--- src/rtl/serial_frame_rx.sv ---
// serial_frame_rx: start/data/even-parity/stop deserializer feeding a 2-entry output FIFO
module serial_frame_rx #(
    parameter int DATA_W = 4
) (
    input  logic              clk,
    input  logic              rst,
    input  logic              si,
    output logic [DATA_W-1:0] dout,
    output logic              dout_valid,
    input  logic              dout_ready,
    output logic              perr,
    output logic              ferr,
    output logic              ovr,
    output logic              busy
);
    typedef enum logic [1:0] {IDLE, DATA, PARITY, STOP} state_t;
    state_t            state;
    logic [4:0]        cnt;
    logic [DATA_W-1:0] sh;
    logic              par_ok;
    logic [DATA_W-1:0] mem [2];
    logic              wp, rp;
    logic [1:0]        count;
    logic              push, pop, accept;
    assign push       = state == STOP && par_ok && !si;
    assign pop        = dout_valid && dout_ready;
    assign accept     = push && (count != 2'd2 || pop);
    assign dout       = mem[rp];
    assign dout_valid = count != 2'd0;
    assign busy       = state != IDLE;
    always_ff @(posedge clk or posedge rst) begin
        if (rst) begin
            state  <= IDLE;
            cnt    <= '0;
            sh     <= '0;
            par_ok <= 1'b0;
            perr   <= 1'b0;
            ferr   <= 1'b0;
        end else begin
            perr <= 1'b0;
            ferr <= 1'b0;
            case (state)
                IDLE: if (si) begin
                    state <= DATA;
                    cnt   <= '0;
                end
                DATA: begin
                    sh    <= DATA_W'({sh, si});
                    cnt   <= cnt + 5'd1;
                    state <= cnt == 5'(DATA_W - 1) ? PARITY : DATA;
                end
                PARITY: begin
                    par_ok <= (^sh) == si;
                    state  <= STOP;
                end
                STOP: begin
                    perr  <= !par_ok;
                    ferr  <= si;
                    state <= IDLE;
                end
                default: state <= IDLE;
            endcase
        end
    end
    // a same-cycle pop frees a slot, so a full FIFO still accepts the push
    always_ff @(posedge clk or posedge rst) begin
        if (rst) begin
            mem[0] <= '0;
            mem[1] <= '0;
            wp     <= 1'b0;
            rp     <= 1'b0;
            count  <= 2'd0;
            ovr    <= 1'b0;
        end else begin
            if (accept) begin
                mem[wp] <= sh;
                wp      <= ~wp;
            end
            if (pop) rp <= ~rp;
            count <= count + {1'b0, accept} - {1'b0, pop};
            if (push && !accept) ovr <= 1'b1;
        end
    end
endmodule

--- config.mk ---
export PLATFORM = sky130hd
export DESIGN_NAME = serial_frame_rx
export DESIGN_NICKNAME = d
export VERILOG_FILES = /design/src/rtl/serial_frame_rx.sv
export SDC_FILE = /design/constraint.sdc
export NUM_CORES = 1
export LEC_CHECK = 0
export BUFFER_PORTS_ARGS = -buffer_cell sky130_fd_sc_hd__buf_2
export CAP_MARGIN = 20
export CORE_MARGIN = 2
export CORE_UTILIZATION = 40
export CTS_CLUSTER_DIAMETER = 100
export DETAILED_ROUTE_END_ITERATION = 16
export PLACE_DENSITY = 0.63
export SYNTH_ARGS = -nofsm -noshare
export SYNTH_HDL_FRONTEND = slang
export SYNTH_SLANG_ARGS = --single-unit
--- constraint.sdc ---
create_clock -name clk -period 2.1 [get_ports clk]
set_input_delay 0.315 -clock clk [delete_from_list [all_inputs] [get_ports clk]]
set_output_delay 0.315 -clock clk [all_outputs]
set_load 0.05 [all_outputs]
==> results of run 1 <==
==> state kept, by name, indices dropped and copies added, names as in the netlist, named ones only <==
name / flops
ferr: 1
state: 1
sh: 4
ovr: 1
wp: 1
mem: 8
count: 2
perr: 1
rp: 1
cnt: 5
par_ok: 1
==> per-stage QoR <==
stage | area, sq um | hold WS, ns | setup WS [ns]
finish | 1370 | 0.0173 | 0.306
detailed placement | 1340 | 0.388 | 0.294
floorplan | 1240 | 0.368 | 0.225
global route | 1370 | 0.0531 | 0.208
CTS | 1370 | 0.0209 | 0.275
global placement | 1340 | 0.383 | 0.371
==> placed cells by master (no fill, tap or decap), types with 3 or more instances in the layout <==
cell type                  count
sky130_fd_sc_hd__xnor2_1       4
sky130_fd_sc_hd__clkbuf_4      3
sky130_fd_sc_hd__ha_1          3
sky130_fd_sc_hd__nand3_1       3
sky130_fd_sc_hd__buf_2        12
sky130_fd_sc_hd__nand2_1      20
sky130_fd_sc_hd__a21oi_1       3
sky130_fd_sc_hd__mux2_2       12
sky130_fd_sc_hd__dfrtp_1      27
sky130_fd_sc_hd__o21ai_0       4
==> worst min-delay path by stage <==
stage	to	slack (ns)	depth (start not counted)
final	count[0]	0.02	3
after CTS	count[0]	0.02	3
after global placement	perr	0.38	3
after detailed placement	count[0]	0.39	3
after global routing	count[1]	0.05	3
after floorplan	async pin	0.37	1
==> Yosys cell counts, types with 2 or more instances <==
| cell | instances | area share [%] |
|---|---|---|
| sky130_fd_sc_hd__dfrtp_1 | 27 | 54 |
| sky130_fd_sc_hd__nand2_1 | 20 | 6.0 |
| sky130_fd_sc_hd__mux2_2 | 12 | 11 |
| sky130_fd_sc_hd__o21ai_0 | 4 | 1.6 |
| sky130_fd_sc_hd__xnor2_1 | 4 | 2.8 |
| sky130_fd_sc_hd__a21oi_1 | 3 | 1.2 |
| sky130_fd_sc_hd__ha_1 | 3 | 3.0 |
| sky130_fd_sc_hd__nand3_1 | 3 | 1.2 |
| sky130_fd_sc_hd__inv_1 | 2 | 0.60 |
| sky130_fd_sc_hd__mux2i_1 | 2 | 1.6 |
| sky130_fd_sc_hd__nand4_1 | 2 | 1.0 |
| sky130_fd_sc_hd__nor2_1 | 2 | 0.60 |
| sky130_fd_sc_hd__nor3b_1 | 2 | 1.2 |
| sky130_fd_sc_hd__or2_2 | 2 | 1.0 |
| sky130_fd_sc_hd__xor2_1 | 2 | 1.4 |
==> critical path, cell delays in order (launching register included) <==
cell and delay (ns):
sky130_fd_sc_hd__dfrtp_1 0.44, sky130_fd_sc_hd__or2_2 0.30, sky130_fd_sc_hd__and2_1 0.18, sky130_fd_sc_hd__ha_1 0.28
sky130_fd_sc_hd__inv_1 0.04, sky130_fd_sc_hd__ha_1 0.17, sky130_fd_sc_hd__xnor2_1 0.17, sky130_fd_sc_hd__xnor2_1 0.15
==> cells by family (layout without fill, tap and decap cells) <==
| logic type | Yosys count | after routing | share of synthesized area [%] |
|---|---|---|---|
| fa+ha+maj | 3 | 3 | 3.02 |
| buf+inv | 5 | 19 | 1.71 |
| compound gates | 8 | 8 | 3.52 |
| xor+xnor | 7 | 7 | 6.03 |
| mux | 14 | 14 | 12.5 |
| simple gates | 41 | 41 | 19.0 |
| flops | 27 | 27 | 54.3 |
==> routing by layer <==
layer | global-route usage [%] | vias to the layer above
met3 | 2.60 | 2
met2 | 21.4 | 7
met4 | 3.81 | 0
met5 | 0 | -
li1 | - | 386
met1 | 16.3 | 388
==> power breakdown <==
| group | internal, mW | switching (mW) |
|---|---|---|
| logic | 0.408 | 0.575 |
| clock network | 0.0712 | 0.148 |
| registers | 0.738 | 0.208 |
==> layout make-up <==
cell class | count | share of cell area (%)
Sequential cell | 27 | 49.4
Clock inverter | 1 | 0.366
Inverter | 2 | 0.549
Multi-Input combinational cell | 73 | 40.1
Clock buffer | 3 | 1.65
Timing Repair Buffer | 13 | 4.94
Tap cell | 33 | 3.02
==> parameters.txt, run 1 <==
Parameter                              Value

Place
  Final HPWL DP ... 1420 um
  Quantity of I/O buffers inserted on ports ... 12
  Count of placed standard cells including taps ... 148
  Final Wtd Congestion ... 0.718

Routing
  Residual DRC count ... 0
  Highest Signal Layer ... met4
  Routed metal-1 wirelength ... 916 um
  DRT iter0 DRCs ... 4
  Via total after detailed routing ... 783
  DR vias/cell ... 5.15
  Length of routed met2 wiring ... 955 um
  Avg WL per Cell ... 12.7 um
  Routed Wire Length ... 1930 um
  Number of antenna-violating nets in the routed design ... 0
  Met3 wire length ... 42 um
  Drt first pass iters ... 4

Floorplan
  Area of the placeable core ... 3000 sq um
  Width of the die ... 59.8 um
  I/O pin cnt ... 13
  Starting density of the core ... 41.5%
  Height of the die ... 59.8 um
  Number of placement rows ... 20
  Die outline area ... 3570 sq um

Worst hold path
  Class of the most critical hold timing path ... in -> async

Clocking
  Clock tree from TritonCTS ... built
  Sink count of the clock tree ... 27
  Clock H-tree levels ... 1
  Clock transition at path regs ... 0.15 ns
  Hold bufs inserted after CTS ... 0
  Clk_lat worst skew ... 0.32 ns
  CTS max path bufs ... 2
  Root buffer selected by CTS ... sky130_fd_sc_hd__clkbuf_4
  Cells resized by post-CTS repair ... 0
  Post-CTS setup-driven buffer insertion count ... 0
  Cts bufs inserted ... 3

Final layout
  Filler cells ... 305
  Final Util ... 45.5%
  Total Nets Final ... 127
  Area overhead of the layout relative to synthesis ... 9.85%
  FF/Latch Area ... 676 sq um
  Multi-input logic area ... 548 sq um
  Layout cell share with drive strength beyond 1 ... 32.8%
  Final std cells w/o fill ... 152
  Antenna diodes ... 0

Setup path
  R2R cell count ... 7
  CP required ... 2.35 ns
  Endpoint of the worst register-to-register path ... count[1]
  Crit path max fanout ... 4
  Kind of launch point of the worst setup path ... flop
  Critical path data arrival time ... 2.04 ns
  Worst reg2reg setup slack ... 0.31 ns
  Element type at the critical path end ... flop
  Critical path launch point ... count[1]
  Critical Path End ... count[1]
  Kind of critical path ... reg -> reg
  Critical register-to-register path startpoint ... count[1]

STA
  Worst-margin pin slew ... 0.456 ns
  Setup TNS ... 0 ns
  Slew margin rel. ... 69.6%
  Share of the clock period used by the worst path ... 85.4%
  Fin crit period ... 1.79 ns
  Pins Over Slew Limit ... 0
  Maximum clock rate ... 557 MHz
  Number of endpoints failing setup at the final stage ... 0
  Final hold vios ... 0
  RSZ-0062 raised after global routing ... false
  Clock skew ... 0.0114 ns

Global routing
  Number of global-route vias before repair ... 758
  Largest net degree at the start of global routing ... 28
  Global-route wire length before repair ... 3350 um
  Number of antenna violations at the first check in global routing ... 0
  Total congestion overflow after global routing ... 0
  GRT Util Overall ... 12.7%

Synth
  Share of synthesized flip-flops with an asynchronous set or reset ... 100%
  Seq/Total Area, Yosys ... 54.3%
  Top flip-flop cell by instance count after synthesis ... sky130_fd_sc_hd__dfrtp_1
  Post-Synthesis Net Count ... 112
  FF+latch count, synth ... 27
  Post-synth design cell area ... 1240 sq um
  Synthesized area per cell ... 11.9 sq um
  Cell count after synthesis ... 105
  Number of library cell types mapped by synthesis ... 30
  Total of warnings raised by yosys ... 0
  Count of flip-flops with a built-in enable after synthesis ... 0

Pwr
  P per Cell Area ... 1570 nW/um^2
  Pleak ... 0.698 nW
  Power consumption ... 2.15 mW
  Worst ir drop on vdd ... 0.000695 V

Status
  Result of the run ... finished, final reports clean

Job
  Number of maximum-capacitance constraint violations ... 0
Note: power is estimated with default switching activity, not from simulation.
==> inputs of run 2 (changes only) <==
- CELL_PAD_IN_SITES_DETAIL_PLACEMENT: default -> 1
- CELL_PAD_IN_SITES_GLOBAL_PLACEMENT: default -> 1
- PLACE_DENSITY: 0.63 -> 0.77
- clock period: 2.1 -> 1.5 ns (I/O delays scaled with it)
==> parameters.txt, run 2 (synthesis gave the netlist of run 1 again) <==
Parameter                              Value

Floorplan
  Die outline area ... 3570 sq um (unchanged)
  Number of placement rows ... 20 (unchanged)
  Area of the placeable core ... 3000 sq um (unchanged)
  I/O pin cnt ... 13 (unchanged)
  Height of the die ... 59.8 um (unchanged)
  Starting density of the core ... 41.5% (unchanged)
  Width of the die ... 59.8 um (unchanged)

Status
  Result of the run ... finished with violations
  Violated checks ... setup timing

Global routing
  Global-route wire length before repair ... 4770 um (+42%)
  GRT Util Overall ... 18.3% (+5.6 points)
  Total congestion overflow after global routing ... 0 (unchanged)
  Number of global-route vias before repair ... 1010 (+33%)
  Number of antenna violations at the first check in global routing ... 0 (unchanged)
  Largest net degree at the start of global routing ... 28 (unchanged)

STA
  Final hold vios ... 0 (unchanged)
  Clock skew ... 0.00128 ns (-0.0101 ns)
  Final WS setup ... -0.142 ns (-0.448 ns)
  Pins Over Slew Limit ... 0 (unchanged)
  Worst-margin pin slew ... 0.357 ns (-0.0987 ns)
  Fin crit period ... 1.64 ns (-0.152 ns)
  RSZ-0062 raised after global routing ... true
  Hold Slack ... 0.228 ns (+0.210 ns)
  Share of the clock period used by the worst path ... 109% (+24 points)
  Setup TNS ... -0.883 ns (-0.883 ns)
  Slew margin rel. ... 76.2% (+6.6 points)
  Number of endpoints failing setup at the final stage ... 14 (+14)
  Maximum clock rate ... 609 MHz (+9.3%)

Clocking
  Clock H-tree levels ... 1 (unchanged)
  Sink count of the clock tree ... 27 (unchanged)
  CTS max path bufs ... 2 (unchanged)
  Root buffer selected by CTS ... sky130_fd_sc_hd__clkbuf_4
  Clock transition at path regs ... 0.16 ns (about the same)
  Cts bufs inserted ... 3 (unchanged)
  Clock tree from TritonCTS ... built
  Clk_lat worst skew ... 0.34 ns (+0.02 ns)

Final layout
  Antenna diodes ... 0 (unchanged)
  Area overhead of the layout relative to synthesis ... 42.0%
  Layout cell share with drive strength beyond 1 ... 53.3% (+21 points)
  Final std cells w/o fill ... 183 (+20%)
  Register ranked first by flip-flop count ... mem
  Total Nets Final ... 158 (+24%)
  Commonest non-fill, non-tap cell in the layout ... sky130_fd_sc_hd__buf_4
  Max reg flops ... 8 (unchanged)
  Post-route cell area ... 1770 sq um (+29%)
  Most frequent cells in the layout ... sky130_fd_sc_hd__buf_4 (28), sky130_fd_sc_hd__dfrtp_1 (26), sky130_fd_sc_hd__nand2_1 (18), sky130_fd_sc_hd__buf_6 (8), sky130_fd_sc_hd__mux2_4 (7)
  Largest registers ... mem x8, cnt x5, sh x4
  Filler cells ... 322 (+5.6%)

Place
  Quantity of I/O buffers inserted on ports ... 12 (unchanged)
  Count of placed standard cells including taps ... 161 (+8.8%)
  Final HPWL DP ... 1880 um (+32%)
  Cell area reported after detailed placement ... 1470 sq um (+9.5%)
  Final Wtd Congestion ... 0.783 (+9.1%)

Routing
  DR vias/cell ... 5.17 (+0.35%)
  Residual DRC count ... 0 (unchanged)
  Via total after detailed routing ... 946 (+21%)
  DRT iter0 DRCs ... 15 (+11)
  Number of antenna-violating nets in the routed design ... 0 (unchanged)
  Routed Wire Length ... 3080 um (+60%)
  Drt first pass iters ... 3 (-1)
  Avg WL per Cell ... 16.8 um (+33%)

Pwr
  P per Cell Area ... 2300 nW/um^2 (+47%)
  Power consumption ... 4.07 mW (+90%)
  Pleak ... 0.891 nW (+28%)
  Worst ir drop on vdd ... 0.000761 V (+9.5%)

Worst hold path
  Class of the most critical hold timing path ... in -> reg
  Worst Min Path Start ... si

Setup path
  Critical path launch point ... count[1]
  Critical register-to-register path startpoint ... count[1]
  Element type at the critical path end ... flop
  Kind of critical path ... reg -> reg
  CP required ... 1.79 ns (-0.56 ns)
  Crit path max fanout ... 4 (unchanged)
  Kind of launch point of the worst setup path ... flop
  Critical path data arrival time ... 1.93 ns (-0.11 ns)

Job
  Number of maximum-capacitance constraint violations ... 0 (unchanged)
run 2: cell types whose count changed in the layout (fill, tap and decap cells not counted), sizes merged:
| cell | delta |
|---|---|
| buf | +30 |
| clkinv | -1 |
| clkinvlp | +1 |
| dlygate4sd3 | +1 |
run 2: worst paths after layout:
path,endpoint,slack (ns),depth (start not counted)
max,count[1],-0.14,7
min,sh[0],0.23,4
max reg2reg,count[1],-0.14,7
min reg2reg,ovr,0.49,1
max in group asynchronous,rp,0.75,4
min in group asynchronous,ovr,0.47,4
run 2: final cells by class:
class	count	area (sq um)	area share, %
Sequential cell	27	677	38.3
Multi-Input combinational cell	73	654	37.0
Timing Repair Buffer	44	355	20.1
Tap cell	33	41.3	2.34
Clock buffer	3	22.5	1.27
Inverter	2	10.0	0.566
Clock inverter	1	7.51	0.425
run 2: worst max-delay path, stage by stage (launching register included):
cell,delay [ns]
sky130_fd_sc_hd__dfrtp_1,0.44
sky130_fd_sc_hd__or3b_4,0.42
sky130_fd_sc_hd__nand2_4,0.09
sky130_fd_sc_hd__ha_4,0.20
sky130_fd_sc_hd__inv_4,0.05
sky130_fd_sc_hd__ha_4,0.14
sky130_fd_sc_hd__xnor2_4,0.11
sky130_fd_sc_hd__xnor2_1,0.12
run 2: repair_timing:
action | 4_1_cts | 5_1_grt
hold endpoints to repair | 27 | 0
hold buffers | 1 | 0
pin swaps | 5 | 5
setup buffers | 9 | 8
resized for setup | 26 | 12
endpoints found under the setup margin | 11 | 21
run 2: power breakdown:
group | switching, mW | total [mW] | internal (mW)
Sequential | 0.301 | 1.34 | 1.04
Combinational | 1.11 | 2.38 | 1.28
Clock | 0.246 | 0.349 | 0.103
run 2: routing by layer:
metal  part of all wire (%)  global-route usage (%)
met5                      0                       0
met3                    1.7                    3.25
met1                     39                    20.4
met4                    1.7                    4.76
met2                     57                    35.1
run 2: metrics by stage:
| stage | utilization [%] | setup slack, ns |
|---|---|---|
| after detailed placement | 48.9 | -0.221 |
| after floorplan | - | -0.193 |
| after global placement | 48.9 | -0.115 |
| after CTS | 55.7 | -0.142 |
| final | 58.9 | -0.142 |
| after global routing | 58.9 | -0.205 |
==> inputs of run 3 (changes only) <==
==> constraint.sdc (replaced) <==
create_clock -name clk -period 1.5 [get_ports clk]
set_input_delay 0.075 -clock clk [delete_from_list [all_inputs] [get_ports clk]]
set_output_delay 0.075 -clock clk [all_outputs]
set_load 0.05 [all_outputs]
==> parameters.txt, run 3 (synthesis gave the netlist of run 1 again) <==
Parameter                              Value

Clocking
  Root buffer selected by CTS ... sky130_fd_sc_hd__clkbuf_4
  Clock transition at path regs ... 0.15 ns (about the same)
  Clock H-tree levels ... 1 (unchanged)
  Clk_lat worst skew ... 0.32 ns (-0.02 ns)
  Cts bufs inserted ... 3 (unchanged)
  Clock tree from TritonCTS ... built
  Sink count of the clock tree ... 27 (unchanged)
  CTS max path bufs ... 2 (unchanged)

Routing
  Avg WL per Cell ... 16.5 um (-1.8%)
  Residual DRC count ... 0 (unchanged)
  Drt first pass iters ... 4 (+1)
  Routed Wire Length ... 2810 um (-8.8%)
  DR vias/cell ... 5.12 (-0.89%)
  Via total after detailed routing ... 871 (-7.9%)
  DRT iter0 DRCs ... 27 (+12)
  Number of antenna-violating nets in the routed design ... 0 (unchanged)

Pwr
  Power consumption ... 3.58 mW (-12%)
  Switching power total ... 1.51 mW (-8.6%)
  Part of the power in combinational logic ... 53.9% (-4.7 points)
  P per Cell Area ... 2220 nW/um^2 (-3.5%)
  Power Internal ... 2.06 mW (-15%)
  Pleak ... 0.814 nW (-8.7%)
  Portion of total power attributed to sequential cells ... 37.0% (+4.2 points)
  Share of power burned in the clock network ... 9.0% (+0.4 points)
  Worst ir drop on vdd ... 0.000872 V (+15%)
  Switching portion of total power ... 42.3% (+1.7 points)

Global routing
  Global-route wire length before repair ... 4440 um (-6.8%)
  Total congestion overflow after global routing ... 0 (unchanged)
  GRT Util Overall ... 17.3% (-1.0 points)
  Met1 GRT Util ... 19.4% (-1.1 points)
  Highest-utilization routing layer at the global route stage ... met2
  Met2 Usage GRT ... 31.4% (-3.7 points)
  Number of global-route vias before repair ... 973 (-3.7%)
  Number of antenna violations at the first check in global routing ... 0 (unchanged)
  Grt met3 use ... 3.25% (unchanged)
  Largest net degree at the start of global routing ... 28 (unchanged)

Floorplan
  I/O pin cnt ... 13 (unchanged)
  Number of placement rows ... 20 (unchanged)
  Width of the die ... 59.8 um (unchanged)
  Height of the die ... 59.8 um (unchanged)
  Starting density of the core ... 41.5% (unchanged)
  Area of the placeable core ... 3000 sq um (unchanged)
  Die outline area ... 3570 sq um (unchanged)

Status
  Result of the run ... finished with violations
  Violated checks ... setup timing

Final layout
  Filler cells ... 325 (+0.93%)
  Register ranked first by flip-flop count ... mem
  Layout cell share with drive strength beyond 1 ... 48.2% (-5.2 points)
  Antenna diodes ... 0 (unchanged)
  FF/Latch Area ... 677 sq um (unchanged)
  Multi-input logic area ... 639 sq um (-2.3%)
  Commonest non-fill, non-tap cell in the layout ... sky130_fd_sc_hd__dfrtp_1
  Final Util ... 53.6% (-5.2 points)
  Max reg flops ... 8 (unchanged)
  Total Nets Final ... 145 (-8.2%)
  Post-route cell area ... 1610 sq um (-8.9%)
  Most frequent cells in the layout ... sky130_fd_sc_hd__dfrtp_1 (26), sky130_fd_sc_hd__nand2_1 (19), sky130_fd_sc_hd__buf_4 (17), sky130_fd_sc_hd__buf_2 (11)
  Largest registers ... mem x8, cnt x5, sh x4
  Area overhead of the layout relative to synthesis ... 29.3%

Setup path
  R2R cell count ... 7 (unchanged)
  Kind of critical path ... reg -> reg
  Crit path max fanout ... 4 (unchanged)
  Kind of launch point of the worst setup path ... flop
  CP required ... 1.76 ns (-0.03 ns)
  Critical path data arrival time ... 1.92 ns (about the same)
  Element type at the critical path end ... flop
  Worst reg2reg setup slack ... -0.15 ns (about the same)

STA
  Number of endpoints failing setup at the final stage ... 9 (-5)
  Slew margin rel. ... 77.3% (+1.1 points)
  Final hold vios ... 0 (unchanged)
  Final WS setup ... -0.154 ns (-0.0124 ns)
  Maximum clock rate ... 605 MHz (-0.75%)
  Clock skew ... 0.000831 ns (-0.000452 ns)
  RSZ-0062 raised after global routing ... true
  Worst-margin pin slew ... 0.340 ns (-0.0168 ns)
  Share of the clock period used by the worst path ... 110% (+0.82 points)
  Pins Over Slew Limit ... 0 (unchanged)
  Fin crit period ... 1.65 ns (+0.0124 ns)

Worst hold path
  Number of stages on the worst hold path ... 4 (unchanged)
  Class of the most critical hold timing path ... in -> reg

Place
  Cell area reported after detailed placement ... 1450 sq um (-1.0%)
  Final Wtd Congestion ... 0.711 (-9.1%)
  Final HPWL DP ... 1870 um (-0.40%)
  Quantity of I/O buffers inserted on ports ... 12 (unchanged)

Job
  Number of maximum-capacitance constraint violations ... 0 (unchanged)
run 3: cell types whose count changed in the layout (fill, tap and decap cells not counted), sizes merged:
cell  before  now
buf       43   30
run 3: critical path, stage by stage, from the launching register on:
cell and delay [ns]:
sky130_fd_sc_hd__dfrtp_1 0.44, sky130_fd_sc_hd__or3b_4 0.42, sky130_fd_sc_hd__nand2_4 0.11, sky130_fd_sc_hd__ha_4 0.20, sky130_fd_sc_hd__inv_2 0.06, sky130_fd_sc_hd__ha_4 0.13, sky130_fd_sc_hd__xnor2_2 0.11, sky130_fd_sc_hd__xnor2_1 0.13
run 3: cell type report:
cell class	count	area share [%]
Clock inverter	1	0.466
Timing Repair Buffer	31	13.4
Tap cell	33	2.56
Multi-Input combinational cell	73	39.7
Inverter	2	0.466
Sequential cell	27	42.0
Clock buffer	3	1.40
run 3: power groups by stage:
stage / Combinational (mW) / Clock, mW / Sequential, mW
after global placement: 1.62 / 0 / 1.28
final: 1.93 / 0.323 / 1.32
after floorplan: 1.19 / 0 / 1.33
after global routing: 2.14 / 0.370 / 1.37
after detailed placement: 1.70 / 0 / 1.32
after CTS: 1.82 / 0.344 / 1.31
run 3: final timing paths:
kind                           from  endpoint
setup / recovery           count[0]  count[1]
hold / removal                   si     sh[0]
setup reg to reg           count[0]  count[1]
hold reg to reg                 ovr       ovr
max in group asynchronous       rst        rp
min in group asynchronous       rst  count[1]
run 3: metrics by stage:
step,instances,hold WS [ns],TNS [ns],worst slack (ns)
floorplan,105,0.128,-0.208,-0.193
global placement,159,0.145,-0.112,-0.112
detailed placement,159,0.155,-0.443,-0.215
CTS,167,0.109,-0.531,-0.129
global route,170,0.134,-1.64,-0.216
finish,170,0.121,-1.17,-0.154
run 3: repair_timing:
item	in CTS	in global routing
hold buffers	1	0
resized for setup	8	12
endpoints found under the hold margin	27	0
buffers inserted	3	3
pin swaps	4	3
endpoints found under the setup margin	10	14
run 3: metal layers:
| metal | share of wire [%] | wire length, um | vias to the layer above |
|---|---|---|---|
| met5 | 0 | 0 | - |
| met4 | 2.3 | 65 | 0 |
| met3 | 2.9 | 82 | 8 |
| met2 | 55 | 1540 | 14 |
| met1 | 40 | 1130 | 430 |
| li1 | - | - | 419 |
